<file path="src/rtl/tdm_pkg.sv">
// Shared constants and state encoding for the 4-slot TDM receive path.
package tdm_pkg;
  localparam int TDM_SLOTS  = 4;
  localparam int TDM_SLOT_W = 2;

  typedef enum logic {
    HUNT   = 1'b0,
    LOCKED = 1'b1
  } tdm_state_t;
endpackage

</file>
<file path="src/rtl/tdm_slot_ctr.sv">
// Wrapping slot counter; load0 means the current sample is slot 0, so the next one is slot 1.
module tdm_slot_ctr
  import tdm_pkg::*;
(
  input  logic                  clk,
  input  logic                  rst,
  input  logic                  en,
  input  logic                  load0,
  output logic [TDM_SLOT_W-1:0] slot
);

  logic [TDM_SLOT_W-1:0] cnt_q, cnt_d;

  always_comb begin
    cnt_d = cnt_q;
    if (load0)   cnt_d = TDM_SLOT_W'(1);
    else if (en) cnt_d = cnt_q + TDM_SLOT_W'(1);
  end

  always_ff @(posedge clk or posedge rst) begin
    if (rst) cnt_q <= '0;
    else     cnt_q <= cnt_d;
  end

  assign slot = cnt_q;

endmodule

</file>
<file path="src/rtl/tdm_demux4.sv">
// 4-slot TDM demultiplexer: aligns on frame_sync and publishes whole frames atomically.
// TDM_DEMUX4_STICKY_ERR_EN defined makes sync_err sticky until reset; otherwise it pulses.
module tdm_demux4
  import tdm_pkg::*;
#(
  parameter int WIDTH = 1
) (
  input  logic             clk,
  input  logic             rst,
  input  logic [WIDTH-1:0] din,
  input  logic             din_valid,
  input  logic             frame_sync,
  output logic [WIDTH-1:0] y1,
  output logic [WIDTH-1:0] y2,
  output logic [WIDTH-1:0] y3,
  output logic [WIDTH-1:0] y4,
  output logic             out_valid,
  output logic             locked,
  output logic             sync_err
);

  // state  | meaning
  // HUNT   | waiting for a valid frame_sync sample to align on slot 0
  // LOCKED | aligned; slots captured by the free-running slot counter

  tdm_state_t state_q, state_d;
  logic [WIDTH-1:0] sh0_q, sh0_d, sh1_q, sh1_d, sh2_q, sh2_d;
  logic [WIDTH-1:0] y1_q, y1_d, y2_q, y2_d, y3_q, y3_d, y4_q, y4_d;
  logic out_valid_q, out_valid_d;
  logic sync_err_q, sync_err_d;
  logic ctr_en, ctr_load0;
  logic [TDM_SLOT_W-1:0] slot;

  tdm_slot_ctr u_slot_ctr (
    .clk   (clk),
    .rst   (rst),
    .en    (ctr_en),
    .load0 (ctr_load0),
    .slot  (slot)
  );

  always_comb begin
    state_d     = state_q;
    sh0_d       = sh0_q;
    sh1_d       = sh1_q;
    sh2_d       = sh2_q;
    y1_d        = y1_q;
    y2_d        = y2_q;
    y3_d        = y3_q;
    y4_d        = y4_q;
    out_valid_d = 1'b0;
    ctr_en      = 1'b0;
    ctr_load0   = 1'b0;
`ifdef TDM_DEMUX4_STICKY_ERR_EN
    sync_err_d  = sync_err_q;
`else
    sync_err_d  = 1'b0;
`endif
    case (state_q)
      HUNT: begin
        if (din_valid && frame_sync) begin
          sh0_d     = din;
          ctr_load0 = 1'b1;
          state_d   = LOCKED;
        end
      end
      LOCKED: begin
        if (din_valid) begin
          // A sync away from slot 0 realigns and drops the partial frame.
          if (frame_sync && (slot != '0)) begin
            sh0_d      = din;
            ctr_load0  = 1'b1;
            sync_err_d = 1'b1;
          end else begin
            ctr_en = 1'b1;
            case (slot)
              2'd0: sh0_d = din;
              2'd1: sh1_d = din;
              2'd2: sh2_d = din;
              default: begin
                y1_d        = sh0_q;
                y2_d        = sh1_q;
                y3_d        = sh2_q;
                y4_d        = din;
                out_valid_d = 1'b1;
              end
            endcase
          end
        end
      end
      default: state_d = HUNT;
    endcase
  end

  always_ff @(posedge clk or posedge rst) begin
    if (rst) begin
      state_q     <= HUNT;
      sh0_q       <= '0;
      sh1_q       <= '0;
      sh2_q       <= '0;
      y1_q        <= '0;
      y2_q        <= '0;
      y3_q        <= '0;
      y4_q        <= '0;
      out_valid_q <= 1'b0;
      sync_err_q  <= 1'b0;
    end else begin
      state_q     <= state_d;
      sh0_q       <= sh0_d;
      sh1_q       <= sh1_d;
      sh2_q       <= sh2_d;
      y1_q        <= y1_d;
      y2_q        <= y2_d;
      y3_q        <= y3_d;
      y4_q        <= y4_d;
      out_valid_q <= out_valid_d;
      sync_err_q  <= sync_err_d;
    end
  end

  assign y1        = y1_q;
  assign y2        = y2_q;
  assign y3        = y3_q;
  assign y4        = y4_q;
  assign out_valid = out_valid_q;
  assign locked    = (state_q == LOCKED);
  assign sync_err  = sync_err_q;

endmodule
</file>
<file path="config.mk">
export PLATFORM = sky130hd
export DESIGN_NAME = tdm_demux4
export DESIGN_NICKNAME = d
export VERILOG_FILES = /design/src/rtl/tdm_pkg.sv /design/src/rtl/tdm_slot_ctr.sv /design/src/rtl/tdm_demux4.sv
export SDC_FILE = /design/constraint.sdc
export NUM_CORES = 1
export LEC_CHECK = 0
export ABC_AREA = 1
export ABC_CLOCK_PERIOD_IN_PS = 1150
export CAP_MARGIN = 10
export CORE_AREA = 2 2 39 41
export CTS_BUF_LIST = sky130_fd_sc_hd__clkbuf_8
export DETAILED_ROUTE_END_ITERATION = 6
export DIE_AREA = 0 0 41 43
export PLACE_DENSITY = 0.81
export SYNTH_ARGS = -nofsm -noshare
export SYNTH_HDL_FRONTEND = slang
export SYNTH_SLANG_ARGS = --single-unit
</file>
<file path="constraint.sdc">
create_clock -name clk -period 1.15 [get_ports clk]
set_clock_uncertainty 0.1 [all_clocks]
set_input_delay 0.23 -clock clk [delete_from_list [all_inputs] [get_ports clk]]
set_output_delay 0.23 -clock clk [all_outputs]
set_load 0.02 [all_outputs]
</file>
# Yosys cells after proc, flatten, opt, wreduce, memory -nomap -nowiden
# Cells that the tools add are included.
# op_classes
reduce_logical	10
bitwise	3
add_sub_neg	1
n_eq_ne	5
n_mux	20
# ops
op	count
$mux 1	16
$reduce_and 4->1	3
$mux 2	2
$ne 2x2->1 const B	2
$pmux 1 s2	2
$reduce_bool 2->1	2
$ne 3x1->1 const B	1
$not 1->1	3
$reduce_and 3->1	1
$reduce_or 3->1	1
$add 2x1->2 const B	1
$eq 2x1->1 const B	1
$eq 2x2->1 const B	1
$logic_and 1x1->1	2
$logic_not 2->1	1
# totals
regBits	12
out_inout_bits	7
wordCells	50
in_bits	5

# Depth between registers and ports, before layout
# Gate-level depths: netlist (run 1).
# logic_depth
word_depth	7
ltp_mapped	7

# Modules after synthesis
# Synthesis (run 1) repeated with hierarchy kept, for this count alone.
# unflattened
cells_unflattened	66
area_unflattened_um2	545.5
# by_module_without_submodules
mod	seq_area_each_um2	n_inst	cells_per_inst	area_each_um2
tdm_demux4	250.2	1	54	450.4
tdm_slot_ctr	50.0	1	12	95.1

# Worst setup path before layout (run 1)
# Ideal clock, no wire load.
# synth_path
kind	reg-to-reg
from	register u_slot_ctr.cnt_q[0], in the netlist u_slot_ctr.slot[0]
to	register y2_q, in the netlist y2
stages_incl_launch_ff	8
slack_ps	-110
t_required_ps	933
setup_time_ps	117
arrival_time_ps	1043
n_path_buf	0
synth_period_minus_slack_ps	1260
cell_sequence	dfrtp_1 -> inv_1 -> ha_1 -> inv_2 -> nand2_2 -> nand3_4 -> nand2_1 -> nand2_1
# synth_via
elab_chain_cells	4
word_cells_on_any_way	9
# synth_rtl
element	line_no	source
from (decl)	tdm_slot_ctr.sv:12	logic [TDM_SLOT_W-1:0] cnt_q, cnt_d;
from (signal assigned)	tdm_slot_ctr.sv:22	else cnt_q <= cnt_d;
$eq 2x2->1, or another cell as far along	tdm_demux4.sv:76	case (slot)
$reduce_or 3->1 (no line) or $logic_and 1x1->1 (tied branches)	n/a	
$not 1->1 (no line)	n/a	
$reduce_and 4->1 (no line) *	n/a	
to (signal assigned)	tdm_demux4.sv:113	y2_q <= y2_d;
to (decl)	tdm_demux4.sv:28	logic [WIDTH-1:0] y1_q, y1_d, y2_q, y2_d, y3_q, y3_d, y4_q, y4_d;
# Mark *: on every way between the ends. The rest lies on a longest branch, timed or not.
# A chain may end at the register's enable or synchronous reset.

# Final worst setup path (run 1)
# layout_path
from	register u_slot_ctr.cnt_q[1], in the netlist u_slot_ctr.slot[1]
to	register sh2_q
# layout_via
elab_chain_cells	4
word_cells_on_any_way	5
# layout_rtl
element	line_no	source
$reduce_bool 2->1	tdm_demux4.sv:70	if (frame_sync && (slot != '0)) begin
$logic_and 1x1->1	tdm_demux4.sv:70	
$not 1->1 (no line)	n/a	
$reduce_and 4->1 (no line) *	n/a	
to (signal assigned)	tdm_demux4.sv:100	sh2_q <= '0;
to (signal assigned)	tdm_demux4.sv:111	sh2_q <= sh2_d;
to (decl)	tdm_demux4.sv:27	logic [WIDTH-1:0] sh0_q, sh0_d, sh1_q, sh1_d, sh2_q, sh2_d;
# Marks and branches as above.

==> out/qor.txt, run 1 <==
Status - finished with violations
Failing checks - negative setup slack
Max_cap viols - 0
Core ar. - 0.00138 mm²
Number of core rows - 14
P&R area growth vs syn - 47.1%
GP Congestion - 0.730
Largest delay contributor family on the critical path - flip-flops
Post-CTS Hold Buffers - 0
Initial antenna violation count - 0
Avg Synthesized Cell Area - 9.20 µm²
Remaining DRCs - 0
Post-synth EDFFs - 0
Gr usage total - 17.7%
PwrDens - 2410 mW/mm²
Global route hottest layer - met2
Multiplexer share of the synthesized area - 0%
Slowest cell delay on critical path - 400 ps
Measured slew at the worst slew-check pin - 320 ps
Worst EP arrival - 1240 ps
Reg-to-reg endpoint - sh2_q
Simple logic cell fraction of the synthesized area - 32.4%
Initial Util - 41.9%
Syn Std Cell Area - 579 µm²
Number of DRC violations after detailed-routing iteration 0 - 8
Largest family of logic cells by synthesized area - simple AND/OR/NAND/NOR gates
Post-synthesis compound-gate area fraction - 1.73%
Fmax - 830 MHz
Clock-pin slew on the worst setup and hold paths - 50 ps
Yosys reg bits - 12
Synth warn - 0
Critical Path End - sh2_q
Slowest cell on crit path - dfrtp_1
Die Wd - 41 µm
VDD IR-drop max - 1.10 mV
Hold Fails Final Rpt - 0
Worst-case clock buffer depth - 2
Library cells used by synthesis - 14
Pre-CTS setup slack - -254 ps
H-tree levels - 1
CP endpoint kind - register
Layout cell share with drive strength beyond 1 - 39.3%
Post-DP HPWL - 868 µm
Register-to-Register Path Depth - 5
Reg2reg start - u_slot_ctr.slot[1]
Cell Chain, Critical Path - buf_4 > buf_4 > ha_2 > nand4_1 > nand2_1
Clk root buf - clkbuf_8
Largest net degree at the start of global routing - 13
Most common flop cell mapped by yosys - dfrtp_1
Met1 Use GR - 21.1%
Nets@finish - 100
R2R Setup Slk - -50 ps
Routed WL per cell - 12.1 µm
Leakage dissipation - 0.448 nW
Crit path time final - 1200 ps
Seq/Total Area, Yosys - 51.8%
Vias in the first global route - 482
Critical Path Stages - 5
IO Count - 12
TritonCTS clock tree - built
Worst setup SP type - register
Final WL - 1.27 mm
Wire length of the first global-routing pass - 2.06 mm
CTS sink count - 12
Kind of critical path - reg2reg
Slack of the critical path - -54.8 ps
Async S/R FF share, synth - 100%
Final period util - 105%
Adder-cell share of the synthesized area - 8.64%
Slew HR - 78.7%
IO Port Bufs - 11
First-pass iteration count of the detailed router - 4
Slew Limit Fails - 0
Die Y - 43 µm
CTS Buf Count - 3
RSZ-0062 raised after global routing - true
DIE AREA - 0.00176 mm²
Diodes inserted - 0
Met3 Use GR - 3.14%
Data required, critical path - 1180 ps
Mapped Cells - 63
Syn Nets - 72
XOR/XNOR share of the synthesized area - 0%
# setup viols final - 6
Number of buffers and inverters on the critical path - 2
Worst-Skew Late Latency - 240 ps
Worst Hold Class - in2async
Met2 usage - 28.1%
Cell Count, Final, Fillers Out - 105
Routed vias - 520
Critical Path Start - u_slot_ctr.slot[1]
Crit path max fanout - 3
Cell Count Post-Placement - 99
Worst path most repeated cell - buf_4
Vias/cell - 4.95
DRT antenna net count - 0
Grt total ovfl - 0
-- worst reg2reg max path: stages, from the launching register on --
cell	delay (ps)
dfrtp_1	400
buf_4	150
buf_4	130
ha_2	170
nand4_1	90
nand2_1	60
-- power breakdown --
| part | internal (mW) | total (mW) | switching, mW |
|---|---|---|---|
| logic | 0.459 | 1.01 | 0.548 |
| registers | 0.581 | 0.670 | 0.0889 |
| clock network | 0.230 | 0.378 | 0.148 |
| total | 1.27 | 2.06 | 0.784 |
-- cells in the mapped netlist (3+ instances only) --
library cell	instances	area (µm²)
inv_1	5	18.8
nand3_1	5	25.0
ha_1	4	50.1
nand2_2	3	18.8
dfrtp_1	12	300
nand2_1	21	78.8
nand4_1	6	37.5
-- state kept, by name (all words and copies together) (netlist names) --
register	flops
y2	1
sh1_q	1
y4	1
sh2_q	1
u_slot_ctr.slot	2
out_valid	1
sync_err	1
y3	1
sh0_q	1
y1	1
locked	1
-- how the worst min path moves through the flow --
stage	cells after the start	start	to	slack [ps]
CTS	3	rst	sh2_q	180
floorplan	1	rst	locked	-5
finish	3	rst	sh2_q	180
global placement	2	y1	y1	350
detailed placement	2	y1	y1	360
global route	3	rst	sh2_q	220
-- per-stage QoR --
step	TNS (ps)	hold slack [ps]	util (%)	area [µm²]	total power [mW]
2_1_floorplan	-26.6	-5.30	-	597	1.18
3_3_place_gp	-2680	354	57.4	795	1.58
3_5_place_dp	-3090	362	57.4	795	1.62
4_1_cts	-277	184	59.7	826	2.00
5_1_grt	-859	217	61.6	852	2.21
6_report	-253	178	61.6	852	2.06
-- layout by cell type (no fill, tap or decap), drive strengths merged --
master and n:
a21oi 1, buf 18, clkbuf 3, clkdlybuf4s50 3, clkinv 1, dfrtp 12
dlygate4sd2 1, ha 4, inv 6, nand2 25, nand3 6, nand4 6
nor2 1, o21ai 1, or2 1
-- what timing repair did --
item | CTS | global route
setup endpoints to repair | 15 | 11
setup buffers | 2 | 0
cloned | 1 | 0
resized for setup | 31 | 6
pin swaps | 3 | 1
-- logic make-up after synthesis --
| family | count (synthesis) |
|---|---|
| simple gates | 38 |
| buf+inv | 7 |
| compound gates | 2 |
| flops | 12 |
| fa+ha+maj | 4 |
-- area by class of cell --
class	instances	area, µm²
Clock buffer	3	41.3
Timing Repair Buffer	22	156
Tap cell	16	20.0
Sequential cell	12	300
Fill cell	143	532
Inverter	7	36.3
Multi-Input combinational cell	45	298
-- per-layer routing --
metal  wire [µm]  vias up
met5           0        -
met2         660       13
met1         510      241
met4          30        0
met3          64        4
li1            -      262
No activity file was read; power rests on OpenSTA's default activity.
==> run 2, diff against run 1 <==
--- a/config.mk
+++ b/config.mk
@@ -8,11 +8,11 @@
 export ABC_AREA = 1
 export ABC_CLOCK_PERIOD_IN_PS = 1150
 export CAP_MARGIN = 10
-export CORE_AREA = 2 2 39 41
-export CTS_BUF_LIST = sky130_fd_sc_hd__clkbuf_8
+export CORE_UTILIZATION = 42
+export CTS_BUF_LIST = sky130_fd_sc_hd__clkbuf_16
 export DETAILED_ROUTE_END_ITERATION = 6
-export DIE_AREA = 0 0 41 43
-export PLACE_DENSITY = 0.81
+export PLACE_DENSITY = 0.79
+export REMOVE_ABC_BUFFERS = 1
 export SYNTH_ARGS = -nofsm -noshare
 export SYNTH_HDL_FRONTEND = slang
 export SYNTH_SLANG_ARGS = --single-unit
==> out/qor.txt, run 2 (same netlist as run 1, synthesis figures left out) <==
Initial antenna violation count - 0 (unchanged)
Grt total ovfl - 0 (unchanged)
Hold Fails Final Rpt - 0 (unchanged)
FILL cells - 105 (was 143)
Initial Util - 45.1% (was 41.9%)
Worst Hold Class - in2async (unchanged)
Data required, critical path - 1170 ps (was 1180 ps)
Slew Limit Fails - 0 (unchanged)
Post-CTS setup repair buffer count - 0 (was 2)
Worst EP arrival - 1220 ps (was 1240 ps)
IO Port Bufs - 11 (unchanged)
H-tree levels - 1 (unchanged)
CTS sink count - 12 (unchanged)
Worst-Skew Late Latency - 240 ps (about the same)
Gr usage total - 21.1% (was 17.7%)
PwrDens - 2510 mW/mm² (was 2410 mW/mm²)
VDD IR-drop max - 1.63 mV (was 1.10 mV)
Status - finished with violations (unchanged)
Post-route setup TNS - -222 ps (was -253 ps)
Kind of critical path - reg2reg (unchanged)
Number of DRC violations after detailed-routing iteration 0 - 1 (was 8)
Sw Share - 35.2% (was 38.2%)
# setup viols final - 6 (unchanged)
Measured slew at the worst slew-check pin - 276 ps (was 320 ps)
P_int - 1.55 mW (was 1.27 mW)
Design Area, Final - 950 µm² (was 852 µm²)
PnR Total Power - 2.39 mW (was 2.06 mW)
Nets@finish - 101 (was 100)
Diodes inserted - 0 (unchanged)
Layout cell share with drive strength beyond 1 - 48.4% (was 39.3%)
Core ar. - 0.00128 mm² (was 0.00138 mm²)
Logic pwr share - 45.8% (was 49.0%)
Die Wd - 39.1 µm (was 41 µm)
P&R area growth vs syn - 63.9% (was 47.1%)
Routed vias - 538 (was 520)
CP endpoint kind - register (unchanged)
Crit path max fanout - 3 (unchanged)
Pre-CTS setup slack - -208 ps (was -254 ps)
Commonest non-fill, non-tap cell in the layout - nand2_1 (unchanged)
Final period util - 104% (was 105%)
Dpl cell area - 811 µm² (was 795 µm²)
Crit path time final - 1200 ps (about the same)
DRT antenna net count - 0 (unchanged)
Failing checks - negative setup slack (unchanged)
Die Y - 39.1 µm (was 43 µm)
Wire length of the first global-routing pass - 2.11 mm (was 2.06 mm)
TritonCTS clock tree - built (unchanged)
Final WL - 1.30 mm (was 1.27 mm)
Vias/cell - 5.08 (was 4.95)
Number of core rows - 13 (was 14)
Slack of the critical path - -51.1 ps (was -54.8 ps)
Cell Count, Final, Fillers Out - 106 (was 105)
Remaining DRCs - 0 (unchanged)
GP Congestion - 0.788 (was 0.730)
Clock share of power - 26.0% (was 18.4%)
Vias in the first global route - 527 (was 482)
Max_cap viols - 0 (unchanged)
Post-CTS Hold Buffers - 0 (unchanged)
Slew HR - 81.6% (was 78.7%)
Seq pwr share - 28.3% (was 32.6%)
Post-DP HPWL - 823 µm (was 868 µm)
CTS Buf Count - 3 (unchanged)
Leakage dissipation - 0.490 nW (was 0.448 nW)
RSZ-0062 raised after global routing - true (unchanged)
Clk root buf - clkbuf_16 (was clkbuf_8)
Most frequent cells in the layout - 14 x nand2_1, 12 x dfrtp_1, 10 x buf_4, 9 x nand2_2, 7 x buf_2 (was 20 x nand2_1, 12 x dfrtp_1, 11 x buf_4, 7 x buf_2, 6 x nand4_1)
IO Count - 12 (unchanged)
Routed WL per cell - 12.3 µm (was 12.1 µm)
Worst-case clock buffer depth - 2 (unchanged)
Clock-pin slew on the worst setup and hold paths - 40 ps (was 50 ps)
Fmax - 833 MHz (was 830 MHz)
P_sw - 842 µW (was 784 µW)
Worst setup SP type - register (unchanged)
First-pass iteration count of the detailed router - 3 (was 4)
Cell Count Post-Placement - 101 (was 99)
DIE AREA - 0.00153 mm² (was 0.00176 mm²)
Largest register FFs - 2 (unchanged)
Largest net degree at the start of global routing - 13 (unchanged)
==> run 2: cell count changes in the layout (fill, tap and decap cells not counted), moves of 2 or more <==
cell	delta
ha_4	+2
clkbuf_16	+3
nand2_1	-6
nand2_2	+6
clkbuf_8	-3
==> run 2: path summary, 6_finish.rpt <==
| check | start | to | slack, ps | cells after the start |
|---|---|---|---|---|
| worst max-delay path | u_slot_ctr.slot[0] | sh0_q | -50 | 8 |
| worst min-delay path | rst | y1 | 200 | 3 |
| worst max register to register | u_slot_ctr.slot[0] | sh0_q | -50 | 8 |
| worst min register to register | y4 | y4 | 390 | 2 |
| max in group asynchronous | rst | out_valid | 640 | 3 |
| min in group clk | din_valid | u_slot_ctr.slot[1] | 380 | 4 |
==> run 2: layer usage <==
metal	global-route usage, %	share of wire [%]	up-vias
met5	0	0	-
met4	7.76	2.4	0
met3	5.20	3.5	4
met2	40.4	55	14
met1	21.5	39	256
li1	-	-	264
==> run 2: power by group through the flow <==
stage | registers, mW | clock network, mW | logic [mW]
finish | 0.675 | 0.620 | 1.09
global placement | 0.663 | 0 | 0.898
detailed placement | 0.668 | 0 | 0.920
CTS | 0.672 | 0.629 | 1.01
floorplan | 0.758 | 0 | 0.370
global route | 0.692 | 0.650 | 1.20
==> run 2: critical path, stage by stage (launching register included) <==
cell and delay (ps):
dfrtp_1 380, inv_2 90, ha_4 150, inv_4 50, buf_6 110, nand2_2 60
nand2_1 50, nand2_1 50, nand2_1 50
==> run 2: what timing repair did <==
item / CTS / global route
endpoints found under the hold margin: 0 / 0
pin swaps: 4 / 3
endpoints found under the setup margin: 17 / 11
gates resized for setup: 45 / 9
gates cloned: 1 / 0
==> run 2: layout make-up <==
| cell class | instances | area [µm²] | share of cell area [%] |
|---|---|---|---|
| Timing Repair Buffer | 23 | 183 | 19.2 |
| Clock buffer | 3 | 75.1 | 7.91 |
| Tap cell | 15 | 18.8 | 1.98 |
| Clock inverter | 1 | 3.75 | 0.395 |
| Multi-Input combinational cell | 45 | 333 | 35.0 |
| Sequential cell | 12 | 300 | 31.6 |
| Inverter | 7 | 36.3 | 3.82 |
==> run 2: through the flow <==
stage / hold WS, ps / util, %
floorplan: -5.30 / -
global placement: 364 / 63.1
detailed placement: 363 / 63.1
CTS: 209 / 71.0
global route: 216 / 73.9
finish: 202 / 73.9
==> run 3, diff against run 2 <==
--- a/config.mk
+++ b/config.mk
@@ -13,6 +13,7 @@
 export DETAILED_ROUTE_END_ITERATION = 6
 export PLACE_DENSITY = 0.79
 export REMOVE_ABC_BUFFERS = 1
+export SKIP_LAST_GASP = 1
 export SYNTH_ARGS = -nofsm -noshare
 export SYNTH_HDL_FRONTEND = slang
 export SYNTH_SLANG_ARGS = --single-unit
==> out/qor.txt, run 3 (same netlist as run 1, synthesis figures left out) <==
CTS sink count - 12 (unchanged)
Crit path time final - 1200 ps (about the same)
Worst-case clock buffer depth - 2 (unchanged)
Largest net degree at the start of global routing - 13 (unchanged)
Routed WL per cell - 12.3 µm (about the same)
Data required, critical path - 1170 ps (about the same)
Clk root buf - clkbuf_16 (unchanged)
Cell Count Post-Placement - 101 (unchanged)
Fmax - 833 MHz (about the same)
Slew HR - 81.4% (was 81.6%)
GP Congestion - 0.788 (unchanged)
Initial antenna violation count - 0 (unchanged)
DRT antenna net count - 0 (unchanged)
Die Y - 39.1 µm (unchanged)
IO Count - 12 (unchanged)
Most frequent cells in the layout - 15 x nand2_1, 12 x dfrtp_1, 10 x buf_4, 8 x nand2_2, 7 x buf_2 (was 14 x nand2_1, 12 x dfrtp_1, 10 x buf_4, 9 x nand2_2, 7 x buf_2)
IO Port Bufs - 11 (unchanged)
Cell Count, Final, Fillers Out - 106 (unchanged)
Worst-Skew Late Latency - 240 ps (about the same)
Worst Hold Class - in2async (unchanged)
Failing checks - negative setup slack (unchanged)
Vias/cell - 5.08 (unchanged)
Die Wd - 39.1 µm (unchanged)
Kind of critical path - reg2reg (unchanged)
Number of core rows - 13 (unchanged)
Core ar. - 0.00128 mm² (unchanged)
First-pass iteration count of the detailed router - 3 (unchanged)
Gr usage total - 21.1% (unchanged)
Status - finished with violations (unchanged)
Critical Path Start - u_slot_ctr.slot[0] (unchanged)
Routed vias - 538 (unchanged)
Reg2reg start - u_slot_ctr.slot[0] (unchanged)
Crit path max fanout - 3 (unchanged)
# setup viols final - 6 (unchanged)
Slew Limit Fails - 0 (unchanged)
Measured slew at the worst slew-check pin - 280 ps (was 276 ps)
Layout cell share with drive strength beyond 1 - 47.3% (was 48.4%)
Worst EP arrival - 1220 ps (about the same)
Final period util - 104% (about the same)
Max_cap viols - 0 (unchanged)
RSZ-0062 raised after global routing - true (unchanged)
VDD IR-drop max - 1.63 mV (about the same)
Nets@finish - 101 (unchanged)
Largest register FFs - 2 (unchanged)
Vias in the first global route - 528 (was 527)
Diodes inserted - 0 (unchanged)
Initial Util - 45.1% (unchanged)
Grt total ovfl - 0 (unchanged)
CP endpoint kind - register (unchanged)
CTS Buf Count - 3 (unchanged)
PwrDens - 2530 mW/mm² (was 2510 mW/mm²)
Hold Fails Final Rpt - 0 (unchanged)
Wire length of the first global-routing pass - 2.11 mm (unchanged)
P&R area growth vs syn - 62.6% (was 63.9%)
Worst setup SP type - register (unchanged)
Commonest non-fill, non-tap cell in the layout - nand2_1 (unchanged)
Slack of the critical path - -50.1 ps (was -51.1 ps)
PnR Total Power - 2.38 mW (was 2.39 mW)
Number of DRC violations after detailed-routing iteration 0 - 2 (was 1)
Post-DP HPWL - 823 µm (unchanged)
H-tree levels - 1 (unchanged)
TritonCTS clock tree - built (unchanged)
Clock-pin slew on the worst setup and hold paths - 40 ps (about the same)
Leakage dissipation - 0.479 nW (was 0.490 nW)
Post-CTS Hold Buffers - 0 (unchanged)
Remaining DRCs - 0 (unchanged)
DIE AREA - 0.00153 mm² (unchanged)
Final WL - 1.30 mm (about the same)
[run 3: what timing repair did]
action / in CTS / in global routing
cloned: 1 / 0
pin swaps: 3 / 4
resized for setup: 45 / 6
endpoints found under the setup margin: 17 / 11
setup buffers: 0 / 0
[run 3: cell type report]
class,count,area [µm²]
repair buffers,23,180
clock buffers,3,75.1
inverters,7,33.8
flip-flops and latches,12,300
clock inverters,1,3.75
fillers,109,343
multi-input cells,45,330
well taps,15,18.8
[run 3: where the power goes]
part	internal (mW)	switching, mW	total [mW]
combinational	0.505	0.581	1.09
sequential	0.583	0.0920	0.675
clock	0.456	0.164	0.620
[run 3: final timing paths]
path                             end  slack [ps]  depth (start not counted)
setup / recovery               sh0_q         -50                          8
hold / removal                    y1         200                          3
setup reg to reg               sh0_q         -50                          8
hold reg to reg                   y4         390                          2
max in group asynchronous  out_valid         640                          3
min in group clk                  y4         390                          2
[run 3: routing by layer]
layer	global-route usage, %	up-vias	routed length (µm)
met5	0	-	0
met4	7.76	0	31
met3	5.20	4	45
met2	40.4	14	722
met1	21.5	256	502
li1	-	264	-
[run 3: critical path, cell delays in order, from the launching register on]
cell and delay, ps:
dfrtp_1 380, inv_2 90, ha_4 150, inv_4 50, buf_6 110, nand2_2 60, nand2_1 50, nand2_1 50
nand2_1 50
[run 3: through the flow]
stage | hold WS [ps] | cell area, µm² | utilization [%] | setup slack (ps) | setup TNS (ps)
final | 202 | 942 | 73.3 | -50.1 | -213
after global routing | 216 | 942 | 73.3 | -126 | -775
after CTS | 209 | 912 | 71.0 | -41.2 | -200
after detailed placement | 363 | 811 | 63.1 | -208 | -2880
after global placement | 364 | 811 | 63.1 | -200 | -2630
after floorplan | -5.30 | 579 | - | -110 | -655
